<file path="src/rtl/vctr_tx.sv">
// vctr_tx: 8N1 UART transmitter for the vector link, fed through a small byte FIFO.
// Define VCTR_TX_CHECKSUM_EN to append an XOR checksum byte to every frame.
module vctr_tx #(
    parameter int CLKS_PER_BIT = 434,
    parameter int FIFO_DEPTH   = 4
) (
    input  logic       clock,
    input  logic       rst,
    input  logic [7:0] tx_data,
    input  logic       tx_valid,
    input  logic       tx_last,
    output logic       tx_ready,
    output logic       tx,
    output logic       tx_busy,
    output logic       tx_done
);
    localparam int CW = $clog2(CLKS_PER_BIT);
    localparam int AW = $clog2(FIFO_DEPTH);
    localparam logic [CW-1:0] CNT_LAST = CW'(CLKS_PER_BIT - 1);
    localparam logic [AW:0]   LVL_FULL = (AW+1)'(FIFO_DEPTH);

    typedef enum logic [1:0] {IDLE, START, DATA, STOP} state_t;

    logic [8:0]    mem_q [FIFO_DEPTH];
    logic [AW-1:0] wr_ptr_q, rd_ptr_q;
    logic [AW:0]   lvl_q;
    logic          full, empty, push, pop, load, bit_end, ck_pend;
    logic [8:0]    rd_word;
    logic [7:0]    ld_byte;
    logic          ld_last;

    state_t        state_q;
    logic [CW-1:0] cnt_q;
    logic [2:0]    bit_q;
    logic [7:0]    shift_q;
    logic          last_q, tx_q, busy_q, done_q;

    assign full     = (lvl_q == LVL_FULL);
    assign empty    = (lvl_q == '0);
    assign tx_ready = !full && !rst;
    assign push     = tx_valid && tx_ready;
    assign rd_word  = mem_q[rd_ptr_q];

    // A new byte is taken either from idle or on the very last stop cycle,
    // which is what makes consecutive bytes leave with no idle bit.
    assign bit_end = (cnt_q == CNT_LAST);
    assign load    = ((state_q == IDLE) || (state_q == STOP && bit_end)) && (!empty || ck_pend);
    assign pop     = load && !ck_pend;

    always_ff @(posedge clock) begin
        if (push) mem_q[wr_ptr_q] <= {tx_last, tx_data};
    end

    always_ff @(posedge clock) begin
        if (rst) begin
            wr_ptr_q <= '0;
            rd_ptr_q <= '0;
            lvl_q    <= '0;
        end else begin
            if (push) wr_ptr_q <= wr_ptr_q + 1'b1;
            if (pop)  rd_ptr_q <= rd_ptr_q + 1'b1;
            case ({push, pop})
                2'b10:   lvl_q <= lvl_q + 1'b1;
                2'b01:   lvl_q <= lvl_q - 1'b1;
                default: ;
            endcase
        end
    end

`ifdef VCTR_TX_CHECKSUM_EN
    logic [7:0] ck_q;
    logic       ck_pend_q;

    assign ck_pend = ck_pend_q;
    assign ld_byte = ck_pend_q ? ck_q : rd_word[7:0];
    assign ld_last = ck_pend_q;

    // Checksum byte has priority over the next frame's first byte.
    always_ff @(posedge clock) begin
        if (rst) begin
            ck_q      <= '0;
            ck_pend_q <= 1'b0;
        end else if (load && ck_pend_q) begin
            ck_q      <= '0;
            ck_pend_q <= 1'b0;
        end else if (pop) begin
            ck_q <= ck_q ^ rd_word[7:0];
            if (rd_word[8]) ck_pend_q <= 1'b1;
        end
    end
`else
    assign ck_pend = 1'b0;
    assign ld_byte = rd_word[7:0];
    assign ld_last = rd_word[8];
`endif

    // Line outputs are registered from the current state, so tx trails the FSM by one cycle.
    always_ff @(posedge clock) begin
        if (rst) begin
            state_q <= IDLE;
            cnt_q   <= '0;
            bit_q   <= '0;
            shift_q <= '0;
            last_q  <= 1'b0;
            tx_q    <= 1'b1;
            busy_q  <= 1'b0;
            done_q  <= 1'b0;
        end else begin
            tx_q   <= (state_q == START) ? 1'b0 : (state_q == DATA) ? shift_q[0] : 1'b1;
            busy_q <= (state_q != IDLE) || !empty;
            done_q <= (state_q == STOP) && bit_end && last_q;
            case (state_q)
                IDLE: begin
                    if (load) begin
                        state_q <= START;
                        cnt_q   <= '0;
                    end
                end
                START: begin
                    if (bit_end) begin
                        state_q <= DATA;
                        cnt_q   <= '0;
                        bit_q   <= '0;
                    end else cnt_q <= cnt_q + 1'b1;
                end
                DATA: begin
                    if (bit_end) begin
                        cnt_q   <= '0;
                        shift_q <= shift_q >> 1;
                        bit_q   <= bit_q + 1'b1;
                        if (bit_q == 3'd7) state_q <= STOP;
                    end else cnt_q <= cnt_q + 1'b1;
                end
                STOP: begin
                    if (bit_end) begin
                        cnt_q   <= '0;
                        state_q <= load ? START : IDLE;
                    end else cnt_q <= cnt_q + 1'b1;
                end
                default: state_q <= IDLE;
            endcase
            if (load) begin
                shift_q <= ld_byte;
                last_q  <= ld_last;
            end
        end
    end

    assign tx      = tx_q;
    assign tx_busy = busy_q;
    assign tx_done = done_q;
endmodule

</file>
<file path="config.mk">
export PLATFORM = sky130hd
export DESIGN_NAME = vctr_tx
export DESIGN_NICKNAME = d
export VERILOG_FILES = /design/src/rtl/vctr_tx.sv
export SDC_FILE = /design/constraint.sdc
export NUM_CORES = 1
export LEC_CHECK = 0
export ABC_AREA = 0
export CAP_MARGIN = 20
export CORE_ASPECT_RATIO = 1.2
export CORE_UTILIZATION = 40
export CTS_BUF_LIST = sky130_fd_sc_hd__clkbuf_4 sky130_fd_sc_hd__clkbuf_8
export CTS_CLUSTER_SIZE = 24
export DETAILED_ROUTE_END_ITERATION = 10
export PLACE_DENSITY = 0.61
export SLEW_MARGIN = 20
export SYNTH_ARGS = -nofsm -noshare
export SYNTH_HDL_FRONTEND = slang
export SYNTH_SLANG_ARGS = --single-unit
</file>
<file path="constraint.sdc">
create_clock -name clock -period 6.7 [get_ports clock]
set_input_delay 1.005 -clock clock [delete_from_list [all_inputs] [get_ports clock]]
set_output_delay 1.005 -clock clock [all_outputs]
set_load 0.05 [all_outputs]
</file>
==> results.rst <==
.. list-table::
   :header-rows: 1

   * - Metric
     - Value
   * - Maximum net fanout on the critical path
     - 37
   * - Data required time of the critical path
     - 5.69 ns
   * - Result of the run
     - finished clean
   * - Setup total negative slack
     - 0 ns
   * - Final non-filler cell area
     - 3561 um^2
   * - Number of levels in the clock H-tree
     - 3
   * - Fraction of the mapped netlist area in simple logic gates
     - 12.67%
   * - Setup violations, final
     - 0
   * - DRC violation count after routing
     - 0
   * - Via count
     - 1,935
   * - Total track usage
     - 14.41%
   * - Inserted Clock Buffers
     - 9
   * - Fill cell total of the finished layout
     - 678
   * - Post-detailed-placement cell area
     - 3336 um^2
   * - Compound-Gate Fraction of Synth Area
     - 11.68%
   * - Share of cell area taken by muxes after synthesis
     - 7.363%
   * - Synth warnings
     - 0
   * - Worst slew slack as a fraction of its limit
     - 50.08%
   * - Clock-pin slew on the worst setup and hold paths
     - 0.07 ns
   * - Effective utilization at floorplan
     - 41.24%
   * - Synthesized-area fraction occupied by adder cells
     - 6.176%
   * - Static leakage
     - 1.197 nW
   * - Number of global-route vias before repair
     - 1,949
   * - Area used by sequential logic in the layout
     - 1782 um^2
   * - Global placement routability congestion
     - 0.7463
   * - Dominant combinational cell family by area after synthesis
     - simple AND/OR/NAND/NOR gates
   * - Placement row count
     - 35
   * - Post-layout total power
     - 1.426 mW
   * - Critical path endpoint
     - tx_ready
   * - Post-synthesis to final-layout area growth
     - 12.67%
   * - Gr ovfl total
     - 0
   * - Min Clock Period, post-route
     - 3.626 ns
   * - Distinct cells, synth
     - 54
   * - Maximum achievable frequency
     - 275.8 MHz
   * - Top area cells in the synthesized netlist
     - edfxtp_1, dfxtp_1, mux4_2
   * - Post-synthesis share of cell area spent on xor and xnor gates
     - 1.108%
   * - Count of mapped cells out of synthesis
     - 257
   * - Routed wire length per instance
     - 14.90 um
   * - Final critical-path share of the clock period
     - 54.12%
   * - Clk_skew
     - 0.009869 ns
   * - Multi-input combinational cell area
     - 1232 um^2
   * - WHS
     - 0.4700 ns
   * - Capture point of the worst reg-to-reg path
     - lvl_q[2]
   * - Deepest clock path buffer count
     - 2
   * - Launch instance of the worst register-to-register path
     - cnt_q[0]
   * - Arrival time at the worst endpoint
     - 2.62 ns
   * - IR Drop Worst-Case VDD
     - 0.1940 mV
   * - Hold Startpoint
     - last_q
   * - IO Port Bufs
     - 15
   * - Count of final hold-check violations
     - 0
   * - Sequential fraction of the synthesis area
     - 56.37%
   * - Worst setup startpoint
     - rst
   * - Core Area
     - 7664 um^2
   * - Final Max Tran Viols
     - 0
   * - Number of ports placed on the die boundary
     - 16
   * - Antenna diode count
     - 0
   * - Largest area contributor in the netlist
     - edfxtp_1
   * - Worst-path cell with the longest stage delay
     - clkdlybuf4s50_1
   * - WL final
     - 5.470 mm
   * - Power density over the cells
     - 400.6 nW/um^2
   * - Fraction of synthesized cell area taken by the top area cell type
     - 34.20%
   * - Clock sink count
     - 71
   * - Buffers inserted during post-CTS setup optimization
     - 0
   * - Maxcap violations
     - 0
   * - Most common cell after layout, fill and taps aside
     - edfxtp_1
   * - Wire length of the first global-routing pass
     - 9.252 mm
   * - Pin count of the biggest net entering global routing
     - 38
   * - CP top delay family
     - buffers and inverters
   * - TritonCTS clock tree
     - built
   * - Average cell area after synthesis
     - 12.30 um^2
   * - Number of cells on the worst reg-to-reg path
     - 10
   * - Crit-path max cell delay
     - 0.81 ns
   * - Detailed-placement wirelength estimate
     - 3.518 mm
   * - Die outline height
     - 99.38 um
   * - Type of destination of the critical path
     - primary output
   * - Instance count on the critical path
     - 4
   * - Clock root buffer
     - clkbuf_8
   * - Kind of start point of the critical path
     - primary input
   * - Post-synth net total
     - 284
   * - Synthesized area
     - 3161 um^2
   * - Die X-Extent
     - 83.15 um
   * - Kind of critical path
     - in -> out
   * - Antenna violations before repair
     - 0
   * - Area enclosed by the die boundary
     - 8263 um^2
   * - Actual slew at the worst max-slew pin
     - 0.7469 ns
   * - Post-route antenna net violation count
     - 0
   * - Top library cells by usage in the layout, fill and taps aside
     - edfxtp_1, dfxtp_1, nor2_1, nand2_1, clkdlybuf4s50_1
   * - Flip-flop and latch count after synthesis
     - 71
   * - CP Cell Sequence
     - clkdlybuf4s50_1 > buf_4 > a21oi_1 > clkdlybuf4s50_1
   * - Fraction of layout cells with a size suffix above 1
     - 12.36%
   * - Number of iterations in the first detailed-routing pass
     - 4
   * - Clock Latency Late Sink
     - 0.35 ns
   * - Final-stage net count
     - 297
   * - Class of the worst hold path
     - reg -> reg
   * - Minimum setup slack among reg-to-reg paths
     - 3.85 ns
   * - Average vias per placed instance
     - 5.272
   * - Cell mode on critical path
     - clkdlybuf4s50_1
   * - Post-cts resize count
     - 0
   * - RSZ-0062 raised after global routing
     - no
   * - Violation count after the first detailed-routing iteration
     - 96
   * - Hold_buf cts
     - 0
   * - Crit path buffers/inverters
     - 3
[worst min path at each step]
stage,endpoint,slack [ns],cells past startpoint
CTS,tx_done,0.47,2
detailed placement,tx_done,0.46,2
floorplan,tx_done,0.41,2
global route,tx_done,0.50,2
global placement,tx_done,0.46,2
finish,tx_done,0.47,2
[worst register-to-register path, cell delays in order (launching register included)]
cell	delay, ns
dfxtp_1	0.42
ha_1	0.19
and4b_1	0.40
a32oi_4	0.30
inv_1	0.23
ha_1	0.21
inv_1	0.06
fa_1	0.38
xor2_1	0.16
or3_1	0.30
a21oi_1	0.13
[flip-flops by register name (all words and copies together), names as in the netlist, 2 cells and up, named ones only]
name and cells:
mem_q 36, cnt_q 9, shift_q 8, bit_q 3, lvl_q 3, rd_ptr_q 2, state_q 2, wr_ptr_q 2
[synth_stat cells (all sizes together)]
cell type / instances
edfxtp: 36
dfxtp: 35
nor2: 27
nand2: 19
a21oi: 14
ha: 14
inv: 13
a311oi: 12
buf: 9
mux4: 9
nand3: 8
o21ai: 7
clkbuf: 5
and2: 4
mux2i: 3
nand2b: 3
or3: 3
a211oi: 2
a22oi: 2
a31oi: 2
and3: 2
nor2b: 2
nor3: 2
nor4b: 2
o31ai: 2
xnor2: 2
xor2: 2
a2111oi: 1
a21o: 1
a2bb2oi: 1
a32oi: 1
and4b: 1
and4bb: 1
fa: 1
nand3b: 1
nand4: 1
nand4b: 1
nand4bb: 1
nor4: 1
o211ai: 1
o21bai: 1
o31a: 1
o32ai: 1
[stage by stage]
stage	setup WS, ns	std cells	util, %
after global routing	3.017	367	46.47
after detailed placement	3.062	351	43.53
final	3.074	367	46.47
after global placement	3.072	351	43.53
after floorplan	3.511	257	-
after CTS	3.064	367	46.47
[logic make-up after synthesis]
logic type | count (synthesis)
AOI/OAI and AO/OA | 49
xor gates and xnor gates | 4
adders and majority gates | 15
buffers and inverters | 27
DFF | 71
muxes | 12
and+or+nand+nor | 79
[power by group]
part           internal [mW]  total, mW  switching (mW)
combinational          0.189      0.446           0.257
clock                  0.213      0.388           0.175
sequential             0.529      0.592          0.0638
total                  0.931       1.43           0.496
[area by class of cell]
type	instances	share of cell area, %
Clock buffer	9	3.479
Multi-Input combinational cell	159	34.61
Clock inverter	7	2.846
Timing Repair Buffer	16	4.427
Sequential cell	71	50.04
Tap cell	92	3.233
Inverter	13	1.370
[routing by layer]
layer | routed length, um | GRT usage (%)
met1 | 2593 | 17.68
met2 | 2655 | 24.02
met3 | 147 | 2.988
met4 | 74 | 7.560
met5 | 0 | 0
(Power assumes the default switching activity.)
